### src/rtl/pc_pkg.sv
// pc_pkg: shared types and defaults for the program counter slice.
// Next-PC source encoding plus default reset/interrupt addresses.
package pc_pkg;

  typedef enum logic [2:0] {
    NPC_INC,
    NPC_JUMP,
    NPC_CALL,
    NPC_RET,
    NPC_IRQ,
    NPC_HOLD
  } npc_src_e;

  localparam logic [31:0] DEF_RESET_ADDR = 32'h0000_0000;
  localparam logic [31:0] DEF_IRQ_VECTOR = 32'h0000_0800;

endpackage

### src/rtl/pc_ret_stack.sv
// pc_ret_stack: parametrised return-address LIFO.
// Push and pop are ignored when full / empty respectively.
module pc_ret_stack
  import pc_pkg::*;
#(
  parameter int W     = 12,
  parameter int DEPTH = 4,
  localparam int CW   = $clog2(DEPTH + 1)
) (
  input  logic          clk,
  input  logic          reset,
  input  logic          i_push,
  input  logic          i_pop,
  input  logic [W-1:0]  i_data,
  output logic [W-1:0]  o_top,
  output logic [CW-1:0] o_count,
  output logic          o_full,
  output logic          o_empty
);

  logic [W-1:0]  r_mem [0:(2**CW)-1];
  logic [CW-1:0] r_count;
  logic          w_do_push;
  logic          w_do_pop;

  assign o_full    = (r_count == CW'(DEPTH));
  assign o_empty   = (r_count == '0);
  assign w_do_push = i_push & ~o_full;
  assign w_do_pop  = i_pop & ~o_empty & ~i_push;
  assign o_top     = r_mem[r_count - CW'(1)];
  assign o_count   = r_count;

  always_ff @(posedge clk) begin
    if (reset) begin
      r_count <= '0;
    end else if (w_do_push) begin
      r_count <= r_count + CW'(1);
    end else if (w_do_pop) begin
      r_count <= r_count - CW'(1);
    end
  end

  // Contents need no reset; only the count defines validity.
  always_ff @(posedge clk) begin
    if (w_do_push) begin
      r_mem[r_count] <= i_data;
    end
  end

endmodule

### src/rtl/pc_stack.sv
// pc_stack: program counter with hardware return-address stack.
// Optional interrupt entry enabled by defining PC_INTERRUPT_EN.
module pc_stack
  import pc_pkg::*;
#(
  parameter int              ADDR_W      = 12,
  parameter int              STACK_DEPTH = 4,
  parameter logic [ADDR_W-1:0] RESET_ADDR = ADDR_W'(DEF_RESET_ADDR),
  parameter logic [ADDR_W-1:0] IRQ_VECTOR = ADDR_W'(DEF_IRQ_VECTOR),
  localparam int             CW          = $clog2(STACK_DEPTH + 1)
) (
  input  logic              clk,
  input  logic              reset,
  input  logic              enable,
  input  logic              jumpSelect,
  input  logic              callSelect,
  input  logic              returnSelect,
  input  logic [ADDR_W-1:0] jumpAddr,
  input  logic              clr_err,
  input  logic              irq_req,
  output logic [ADDR_W-1:0] PCaddr,
  output logic [CW-1:0]     stack_count,
  output logic              ovf_err,
  output logic              unf_err,
  output logic              irq_ack
);

  logic [ADDR_W-1:0] r_pc;
  logic              r_ovf;
  logic              r_unf;
  logic              r_ack;

  logic [ADDR_W-1:0] w_pc_inc;
  logic [ADDR_W-1:0] w_top;
  logic [ADDR_W-1:0] w_npc;
  logic [ADDR_W-1:0] w_push_data;
  logic              w_full;
  logic              w_empty;
  logic              w_irq;
  logic              w_push;
  logic              w_pop;
  logic              w_ovf;
  logic              w_unf;
  logic              w_ack;
  npc_src_e          w_src;

`ifdef PC_INTERRUPT_EN
  assign w_irq = irq_req;
`else
  logic              w_unused_irq;
  logic [ADDR_W-1:0] w_unused_vec;
  assign w_unused_irq = irq_req;
  assign w_unused_vec = IRQ_VECTOR;
  assign w_irq        = 1'b0;
`endif

  assign w_pc_inc = r_pc + ADDR_W'(1);

  // Fixed priority: IRQ > return > call > jump > increment.
  always_comb begin
    w_src = NPC_INC;
    w_ovf = 1'b0;
    w_unf = 1'b0;
    if (w_irq) begin
      w_src = w_full ? NPC_HOLD : NPC_IRQ;
      w_ovf = w_full;
    end else if (returnSelect) begin
      w_src = w_empty ? NPC_HOLD : NPC_RET;
      w_unf = w_empty;
    end else if (callSelect) begin
      w_src = w_full ? NPC_HOLD : NPC_CALL;
      w_ovf = w_full;
    end else if (jumpSelect) begin
      w_src = NPC_JUMP;
    end
  end

  always_comb begin
    w_npc = w_pc_inc;
    unique case (w_src)
      NPC_INC:  w_npc = w_pc_inc;
      NPC_JUMP: w_npc = jumpAddr;
      NPC_CALL: w_npc = jumpAddr;
      NPC_RET:  w_npc = w_top;
`ifdef PC_INTERRUPT_EN
      NPC_IRQ:  w_npc = IRQ_VECTOR;
`else
      NPC_IRQ:  w_npc = r_pc;
`endif
      NPC_HOLD: w_npc = r_pc;
      default:  w_npc = r_pc;
    endcase
  end

  assign w_push      = enable & ((w_src == NPC_CALL) | (w_src == NPC_IRQ));
  assign w_pop       = enable & (w_src == NPC_RET);
  assign w_ack       = enable & (w_src == NPC_IRQ);
  assign w_push_data = (w_src == NPC_IRQ) ? r_pc : w_pc_inc;

  pc_ret_stack #(
    .W     (ADDR_W),
    .DEPTH (STACK_DEPTH)
  ) u_stack (
    .clk     (clk),
    .reset   (reset),
    .i_push  (w_push),
    .i_pop   (w_pop),
    .i_data  (w_push_data),
    .o_top   (w_top),
    .o_count (stack_count),
    .o_full  (w_full),
    .o_empty (w_empty)
  );

  // A fresh error in the same cycle as clr_err wins.
  always_ff @(posedge clk) begin
    if (reset) begin
      r_pc  <= RESET_ADDR;
      r_ovf <= 1'b0;
      r_unf <= 1'b0;
      r_ack <= 1'b0;
    end else begin
      if (enable) begin
        r_pc <= w_npc;
      end
      r_ovf <= (enable & w_ovf) | (r_ovf & ~clr_err);
      r_unf <= (enable & w_unf) | (r_unf & ~clr_err);
      r_ack <= w_ack;
    end
  end

  assign PCaddr  = r_pc;
  assign ovf_err = r_ovf;
  assign unf_err = r_unf;
  assign irq_ack = r_ack;

endmodule

### config.mk
export PLATFORM = sky130hd
export DESIGN_NAME = pc_stack
export DESIGN_NICKNAME = d
export VERILOG_FILES = /design/src/rtl/pc_pkg.sv /design/src/rtl/pc_ret_stack.sv /design/src/rtl/pc_stack.sv
export SDC_FILE = /design/constraint.sdc
export NUM_CORES = 1
export LEC_CHECK = 0
export CAP_MARGIN = 20
export CORE_AREA = 2 2 96 98
export DETAILED_ROUTE_END_ITERATION = 12
export DIE_AREA = 0 0 98 100
export PLACE_DENSITY = 0.86
export SKIP_LAST_GASP = 1
export SLEW_MARGIN = 10
export SYNTH_ARGS = -nofsm -noshare
export SYNTH_HDL_FRONTEND = slang
export SYNTH_HIERARCHICAL = 1
export SYNTH_SLANG_ARGS = --single-unit
### constraint.sdc
create_clock -name clk -period 4.5 [get_ports clk]
set_clock_uncertainty 0.2 [all_clocks]
set_input_delay 0.45 -clock clk [delete_from_list [all_inputs] [get_ports clk]]
set_output_delay 0.45 -clock clk [all_outputs]
set_load 0.02 [all_outputs]
==> results.py, run 1 <==
metrics = {
    "outcome": {
        "status": "completed",
    },
    "clock_tree": {
        "cts_buffers": 17,
        "clk_latency_ns": 0.52,
        "cts_tree": "built",
        "path_clk_slew_ns": 0.06,
        "cts_hold_buf": 0,
        "cts_root_buf": "clkbuf_8",
        "htreeDepth": 4,
        "cts_sinks": 114,
        "clk_path_buf_depth": 2,
        "post_cts_buffers": 0,
        "cts-resized-gates": 0,
    },
    "floorplan": {
        "start_util_pct": 56.0,
        "die_h_um": 100,
        "num_rows": 35,
        "fp.dieArea_um2": 9800,
        "core_region_area_um2": 8890,
        "ioPinCount": 38,
        "die_x_um": 98,
    },
    "yosys": {
        "synth_xor_area_share_pct": 1.58,
        "yosysMostFrequentCell": "edfxtp_1",
        "synthSimpleGateAreaFrac_pct": 6.36,
        "yosysSeqAreaShare_pct": 65.1,
        "synth_common_cells": "edfxtp_1, dfxtp_1, mux4_2, nor2_1, nand2_1",
        "ys_top_cells_by_area": "edfxtp_1, dfxtp_1, mux4_2",
        "yosys_register_bits": 114,
        "syn_avg_cell_area_um2": 16.1,
        "yosysUniqueCellTypes": 50,
        "synth_area_um2": 4980,
        "syn_inst": 310,
        "synth_compound_area_share_pct": 8.42,
        "async_reset_ff_share_pct": 0,
        "synth_top_family_by_area": "multiplexers",
        "synthAdderAreaFrac_pct": 1.01,
        "synth-edff-count": 96,
        "synth.area.mux_share_pct": 14.6,
        "synth_warnings": 6,
        "yosys.area.top_type": "edfxtp_1",
        "synthFlopType": "edfxtp_1",
        "synth_nets": 334,
        "netlist.area_leader.share_pct": 57.9,
    },
    "cells_and_area": {
        "diodes": 0,
        "area_growth_pct": 23.6,
        "layout-drive-gt1-share_pct": 22.7,
        "nets": 385,
    },
    "setup_path": {
        "crit_family": "simple AND/OR/NAND/NOR gates",
        "path_cells": "inv_1 -> ha_1 -> and2_1 -> nor2_1 -> nor2b_1 -> nand2_1 -> nor2_1 -> buf_4",
        "cp-start-kind": "flip-flop",
        "endpoint_kind": "flip-flop",
        "crit_top_cell": "nor2_1",
        "crit_buf_inv": 2,
        "rr_endpoint": "u_stack/r_mem[7][6]$_DFFE_PP_",
        "reg2reg_slack_ns": 0.76,
        "critPathKind": "reg -> reg",
        "cp_slowest_cell": "nor2_1",
        "rr_startpoint": "u_stack/o_count[1]$_SDFFE_PP0P_",
        "r2r_cells": 8,
        "cp_data_arrival_time_ns": 3.76,
        "slowest_delay_ns": 0.71,
        "required_ns": 4.53,
        "critPathMaxFanout": 12,
    },
    "global_routing": {
        "overflow": 0,
        "grt_pass1_vias": 3177,
        "grt.total_usage_pct": 24.4,
        "grt_max_degree": 31,
        "grt_pass1_wl_um": 17400,
        "antenna_found_initial": 0,
    },
    "drt": {
        "wire_per_inst_um": 23.5,
        "post-route-drc-count": 0,
        "wl_um": 11400,
        "antenna_left": 0,
        "avgViaCountPerCell": 6.47,
        "num_vias": 3137,
        "dr.pass1.iters": 5,
        "drt_iter0_markers": 380,
    },
    "min_path": {
        "hold_path_depth": 2,
        "hold_class": "reg -> reg",
        "holdCritStartpoint": "unf_err$_SDFF_PP0_",
        "hold_path_end": "unf_err$_SDFF_PP0_",
    },
    "placement": {
        "place_congestion": 0.830,
        "io_buffer_count": 36,
        "dp.final_hpwl_um": 6730,
    },
    "sta": {
        "fin_crit_ns": 3.74,
        "rsz0062_at_grt": "no",
        "post-route-period-util_pct": 83.0,
        "fmax_mhz": 268,
        "tightestPinTransition_ns": 1.22,
        "drv_slew": 0,
        "relSlewSlack_pct": 18.7,
        "hold_violations": 0,
        "report.final.setup_viol": 0,
        "final.setup.tns_ns": 0,
    },
    "pwr": {
        "irDropWorstVdd_v": 0.000353,
        "p_per_area_nw_per_um2": 461,
        "p_total_w": 0.00283,
        "p_leak_nw": 2.07,
    },
    "run": {
        "drv_cap": 0,
    },
}
==> sequential cells by signal, summed over array words and instances, names as in the netlist <==
signal and cells:
u_stack/r_mem 96, PCaddr 12, u_stack/o_count 3, irq_ack 1
ovf_err 1, unf_err 1
==> cell usage in the layout, fill, tap and decap left out, drive strengths merged, types with 3 or more instances in the layout <==
cell / instances
edfxtp: 96
clkdlybuf4s50: 36
mux4: 24
clkbuf: 23
dfxtp: 18
nor2: 16
nand2: 15
a221oi: 13
buf: 13
inv: 12
mux2: 12
nor3: 9
xnor2: 7
a211oi: 7
a21oi: 7
o21ai: 6
nor2b: 5
a32oi: 5
bufinv: 5
or2: 4
ha: 4
o21a: 3
and2: 3
o32ai: 3
nand2b: 3
clkinv: 3
==> routing by layer <==
metal  part of all wire, %  up-vias  track usage [%]
met5                     0        -                0
met4                   3.5        0             12.4
met3                   8.3       35             5.64
met2                    48      185             37.6
met1                    40     1571             33.0
li1                      -     1346                -
==> through the flow <==
stage               cell area, um^2  utilization [%]  cells  worst slack [ns]  hold WS (ns)
finish                         6150             69.2    485             0.764         0.286
floorplan                      4980                -    310              1.06         0.322
global route                   6150             69.2    485             0.592         0.331
CTS                            6150             69.2    485             0.854         0.290
detailed placement             5500             61.9    453             0.963         0.277
global placement               5500             61.9    453              1.10         0.282
==> where the power goes <==
group / total [W] / internal, W / switching (W) / leakage (nW)
Combinational: 0.000182 / 0.0000811 / 0.000101 / 0.722
Sequential: 0.00118 / 0.00117 / 0.0000151 / 1.03
Clock: 0.00147 / 0.00101 / 0.000459 / 0.318
==> worst min-delay path: stages (launching register included) <==
cell and delay [ns]:
dfxtp_1 0.32, a32oi_1 0.06, nor2_1 0.07
==> cell type report <==
cell class              instances  area, um^2
clock buffers                  23         477
inverters                      12        45.0
clock inverters                 9         176
flip-flops and latches        114        3240
fillers                       555        2740
multi-input cells             167        1610
well taps                     111         139
repair buffers                 49         458
==> kinds of logic (layout without fill, tap and decap cells) <==
family                     after synthesis  after routing
muxes                                   36             36
AOI/OAI and AO/OA                       54             54
buffers and inverters                   29             93
DFF                                    114            114
and+or+nand+nor                         63             63
other                                    1              1
xor gates and xnor gates                 9              9
adders and majority gates                4              4
==> how the worst max path moves through the flow <==
stage / end / cells past startpoint / start / slack [ns]
after floorplan: u_stack/r_mem[4][0]$_DFFE_PP_ / 9 / u_stack/o_count[0]$_SDFFE_PP0P_ / 1.06
after global placement: u_stack/r_mem[7][8]$_DFFE_PP_ / 8 / returnSelect / 1.10
after detailed placement: u_stack/r_mem[7][8]$_DFFE_PP_ / 8 / returnSelect / 0.96
after CTS: u_stack/r_mem[7][6]$_DFFE_PP_ / 8 / u_stack/o_count[1]$_SDFFE_PP0P_ / 0.85
after global routing: u_stack/r_mem[7][6]$_DFFE_PP_ / 8 / u_stack/o_count[1]$_SDFFE_PP0P_ / 0.59
final: u_stack/r_mem[7][6]$_DFFE_PP_ / 8 / u_stack/o_count[1]$_SDFFE_PP0P_ / 0.76
(Power assumes the default switching activity.)
==> run 2: changes to the inputs <==
CORE_AREA = 2 2 101 103   (was 2 2 96 98)
DIE_AREA = 0 0 103 105   (was 0 0 98 100)
PLACE_DENSITY = 0.82   (was 0.86)
clock period = 3.05 ns   (was 4.5 ns; I/O delays follow)
==> results.py, run 2 (synthesis results as in run 1) <==
metrics = {
    "placement": {
        "io_buffer_count": 36,
        "dp.final_hpwl_um": 6770,
        "placedInstanceArea_um2": 5580,
        "post-place-ws_ns": 0.412,
        "place_congestion": 0.816,
    },
    "cells_and_area": {
        "mostFrequentLayoutCell": "edfxtp_1",
        "fin_util_pct": 63.4,
        "design_area_um2": 6110,
        "largest_reg_flops": 96,
        "multi_input_area_um2": 1620,
        "layout-drive-gt1-share_pct": 24.7,
        "seqCellArea_um2": 3240,
        "diodes": 0,
        "area_growth_pct": 22.7,
        "top_register": "u_stack/r_mem",
        "nets": 391,
        "fillers": 658,
        "layout_common_cells": "edfxtp_1, clkdlybuf4s50_1, buf_4",
    },
    "setup_path": {
        "cp-start-kind": "flip-flop",
        "slowest_delay_ns": 0.43,
        "path_cells": "inv_2 -> ha_1 -> nor2b_1 -> nor2b_1 -> buf_4 -> a21oi_2 -> o21ai_0 -> a221oi_1",
        "critPathMaxFanout": 19,
        "crit_top_cell": "nor2b_1",
        "crit_buf_inv": 2,
        "crit_family": "compound AO/OA/AOI/OAI gates",
        "r2r_cells": 8,
        "critPathKind": "reg -> reg",
        "cp_slowest_cell": "a21oi_2",
        "required_ns": 3.24,
        "rr_endpoint": "PCaddr[8]$_SDFFE_PP0P_",
        "cp_data_arrival_time_ns": 2.84,
        "rr_startpoint": "u_stack/o_count[0]$_SDFFE_PP0P_",
        "endpoint_kind": "flip-flop",
        "reg2reg_slack_ns": 0.41,
    },
    "drt": {
        "avgViaCountPerCell": 5.97,
        "num_vias": 3064,
        "antenna_left": 0,
        "dr.pass1.iters": 5,
        "post-route-drc-count": 0,
        "wire_per_inst_um": 21.6,
        "drt_iter0_markers": 247,
        "wl_um": 11100,
    },
    "clock_tree": {
        "cts-resized-gates": 0,
        "clk_latency_ns": 0.51,
        "cts_hold_buf": 0,
        "path_clk_slew_ns": 0.06,
        "post_cts_buffers": 0,
        "cts_root_buf": "clkbuf_8",
        "clk_path_buf_depth": 2,
        "cts_buffers": 17,
        "cts_sinks": 114,
        "htreeDepth": 4,
        "cts_tree": "built",
    },
    "sta": {
        "final.setup.tns_ns": 0,
        "setup_ws_ns": 0.405,
        "relSlewSlack_pct": 44.5,
        "hold_violations": 0,
        "drv_slew": 0,
        "fmax_mhz": 378,
        "rsz0062_at_grt": "no",
        "fin_crit_ns": 2.64,
        "post-route-period-util_pct": 86.7,
        "report.final.setup_viol": 0,
        "whs_ns": 0.231,
        "tightestPinTransition_ns": 0.830,
    },
    "global_routing": {
        "antenna_found_initial": 0,
        "overflow": 0,
        "grt_pass1_vias": 3018,
        "grt_pass1_wl_um": 16500,
        "grt.total_usage_pct": 21.3,
        "grt_max_degree": 31,
    },
    "floorplan": {
        "die_x_um": 103,
        "die_h_um": 105,
        "core_region_area_um2": 9640,
        "fp.dieArea_um2": 10800,
        "ioPinCount": 38,
        "num_rows": 36,
        "start_util_pct": 51.6,
    },
    "pwr": {
        "p_leak_nw": 2.04,
        "irDropWorstVdd_v": 0.000571,
        "p_per_area_nw_per_um2": 614,
    },
    "min_path": {
        "hold_path_end": "unf_err$_SDFF_PP0_",
        "holdCritStartpoint": "clr_err",
        "hold_class": "in -> reg",
        "hold_path_depth": 4,
    },
    "outcome": {
        "status": "completed",
    },
    "run": {
        "drv_cap": 0,
    },
}
==> run 2: worst min-delay path: stages <==
cell and delay, ns:
clkdlybuf4s50_1 0.40, inv_1 0.08, a32oi_1 0.05, nor2_1 0.07
==> run 2: cell type report <==
| cell class | count | area share [%] |
|---|---|---|
| multi-input combinational | 167 | 26.5 |
| timing repair buffer | 55 | 8.23 |
| clock buffer | 18 | 6.84 |
| tap | 133 | 2.72 |
| inverter | 12 | 0.737 |
| clock inverter | 14 | 1.88 |
| sequential | 114 | 53.1 |
==> run 2: through the flow <==
step	std cells	power [W]
2_1_floorplan	310	0.00193
6_report	513	0.00375
3_3_place_gp	481	0.00203
3_5_place_dp	481	0.00204
4_1_cts	513	0.00377
5_1_grt	513	0.00386
==> run 2: metal layers <==
layer  wire (um)  global-route usage (%)  vias to the layer above
li1            -                       -                     1362
met1        4500                    27.9                     1515
met2        5500                    32.7                      163
met3         877                    7.22                       24
met4         197                    8.27                        0
met5           0                       0                        -
==> run 2: how the worst max path moves through the flow <==
stage               cells after the start                             from                            end  slack [ns]
detailed placement                      8                     returnSelect  u_stack/r_mem[3][5]$_DFFE_PP_        0.41
CTS                                     8  u_stack/o_count[0]$_SDFFE_PP0P_         PCaddr[9]$_SDFFE_PP0P_        0.44
finish                                  8  u_stack/o_count[0]$_SDFFE_PP0P_         PCaddr[8]$_SDFFE_PP0P_        0.41
global placement                        8                     returnSelect  u_stack/r_mem[3][5]$_DFFE_PP_        0.44
floorplan                               8  u_stack/o_count[0]$_SDFFE_PP0P_  u_stack/r_mem[0][0]$_DFFE_PP_       -0.27
global route                            8  u_stack/o_count[0]$_SDFFE_PP0P_         PCaddr[8]$_SDFFE_PP0P_        0.18
==> run 2: power by group <==
part / switching, W / internal [W]
clock: 0.000671 / 0.00107
combinational: 0.000149 / 0.000123
sequential: 0.0000195 / 0.00172
total: 0.000839 / 0.00291
==> run 3: changes to the inputs <==
CORE_AREA = 2 2 91 115   (was 2 2 101 103)
DIE_AREA = 0 0 93 117   (was 0 0 103 105)
SKIP_LAST_GASP = default   (was 1)
==> results.py, run 3 (synthesis results as in run 1) <==
metrics = {
    "setup_path": {
        "rr_startpoint": "u_stack/o_count[0]$_SDFFE_PP0P_",
        "endpoint_kind": "flip-flop",
        "critPathMaxFanout": 13,
        "rr_endpoint": "PCaddr[0]$_SDFFE_PP0P_",
        "cp_data_arrival_time_ns": 2.78,
        "critPathKind": "reg -> reg",
        "required_ns": 3.14,
        "cp-start-kind": "flip-flop",
        "r2r_cells": 8,
        "crit_start": "u_stack/o_count[0]$_SDFFE_PP0P_",
        "reg2reg_slack_ns": 0.36,
    },
    "sta": {
        "drv_slew": 0,
        "hold_violations": 0,
        "relSlewSlack_pct": 45.4,
        "tightestPinTransition_ns": 0.817,
        "final.setup.tns_ns": 0,
        "setup_ws_ns": 0.361,
        "fin_crit_ns": 2.69,
        "fmax_mhz": 372,
        "rsz0062_at_grt": "no",
        "post-route-period-util_pct": 88.1,
        "report.final.setup_viol": 0,
    },
    "placement": {
        "dp.final_hpwl_um": 7010,
        "dp.cells": 478,
        "placedInstanceArea_um2": 5600,
        "post-place-ws_ns": 0.326,
        "io_buffer_count": 36,
        "place_congestion": 0.803,
    },
    "run": {
        "drv_cap": 0,
    },
    "floorplan": {
        "core_region_area_um2": 9850,
        "ioPinCount": 38,
        "start_util_pct": 50.5,
        "die_x_um": 93,
        "num_rows": 41,
        "fp.dieArea_um2": 10900,
        "die_h_um": 117,
    },
    "drt": {
        "avgViaCountPerCell": 6.03,
        "post-route-drc-count": 0,
        "drt_iter0_markers": 388,
        "num_vias": 3073,
        "wl_um": 11200,
        "dr.pass1.iters": 6,
        "antenna_left": 0,
        "wire_per_inst_um": 21.9,
    },
    "min_path": {
        "hold_path_end": "ovf_err$_SDFF_PP0_",
        "hold_class": "reg -> reg",
        "holdCritStartpoint": "ovf_err$_SDFF_PP0_",
        "hold_path_depth": 2,
    },
    "pwr": {
        "p_total_w": 0.00397,
        "p_leak_nw": 2.08,
        "p_per_area_nw_per_um2": 642,
        "irDropWorstVdd_v": 0.000424,
    },
    "clock_tree": {
        "cts_root_buf": "clkbuf_16",
        "clk_latency_ns": 0.41,
        "cts_sinks": 114,
        "clk_path_buf_depth": 2,
        "cts-resized-gates": 0,
        "post_cts_buffers": 0,
        "cts_hold_buf": 0,
        "cts_tree": "built",
        "htreeDepth": 4,
        "cts_buffers": 17,
        "path_clk_slew_ns": 0.05,
    },
    "global_routing": {
        "antenna_found_initial": 0,
        "overflow": 0,
        "grt_pass1_vias": 3143,
        "grt_pass1_wl_um": 17300,
        "grt.total_usage_pct": 22.5,
        "grt_max_degree": 31,
    },
    "cells_and_area": {
        "top_register": "u_stack/r_mem",
        "finalNonFillerCells": 510,
        "diodes": 0,
        "area_growth_pct": 24.3,
        "layout-drive-gt1-share_pct": 23.4,
        "layout_common_cells": "edfxtp_1, clkdlybuf4s50_1, buf_4",
        "largest_reg_flops": 96,
        "fillers": 697,
        "nets": 392,
        "design_area_um2": 6190,
        "mostFrequentLayoutCell": "edfxtp_1",
    },
    "outcome": {
        "status": "completed",
    },
}
-- run 3: changes by cell type in the layout (fill, tap and decap cells not counted), sizes merged --
cell | before | now
clkinvlp | 5 | 0
inv | 13 | 12
clkinv | 7 | 3
buf | 19 | 20
bufinv | 1 | 3
clkbuf | 18 | 26
-- run 3: critical path, stage by stage, from the launching register on --
cell	delay, ns
dfxtp_2	0.33
inv_2	0.07
ha_1	0.29
and2_1	0.25
a21oi_1	0.15
buf_4	0.18
and2_1	0.56
a221oi_1	0.22
a221oi_1	0.33
-- run 3: how the worst max path moves through the flow --
stage,end,slack (ns)
finish,PCaddr[0]$_SDFFE_PP0P_,0.36
global route,PCaddr[0]$_SDFFE_PP0P_,0.24
CTS,PCaddr[0]$_SDFFE_PP0P_,0.37
detailed placement,u_stack/r_mem[4][7]$_DFFE_PP_,0.33
global placement,u_stack/r_mem[4][7]$_DFFE_PP_,0.35
floorplan,u_stack/r_mem[0][0]$_DFFE_PP_,-0.27
-- run 3: stage by stage --
step | utilization, % | hold WS (ns)
2_1_floorplan | - | 0.177
4_1_cts | 62.8 | 0.309
3_3_place_gp | 56.9 | 0.280
6_report | 62.8 | 0.309
3_5_place_dp | 56.9 | 0.295
5_1_grt | 62.8 | 0.342
-- run 3: where the power goes --
part	total [W]	switching, W	internal [W]
sequential	0.00174	0.0000201	0.00172
clock	0.00196	0.000634	0.00132
combinational	0.000276	0.000151	0.000125
total	0.00397	0.000805	0.00317
-- run 3: area by class of cell --
class	count	area [um^2]	area share [%]
flip-flops and latches	114	3240	52.4
multi-input cells	167	1620	26.1
repair buffers	56	536	8.65
clock buffers	26	479	7.74
well taps	129	161	2.61
clock inverters	6	105	1.70
inverters	12	45.0	0.728
-- run 3: metal layers --
metal | GRT usage [%] | share of wire (%) | vias up
met5 | 0 | 0 | -
met4 | 11.3 | 2.5 | 0
li1 | - | - | 1366
met2 | 37.5 | 52 | 143
met1 | 27.2 | 40 | 1539
met3 | 6.02 | 5.8 | 25
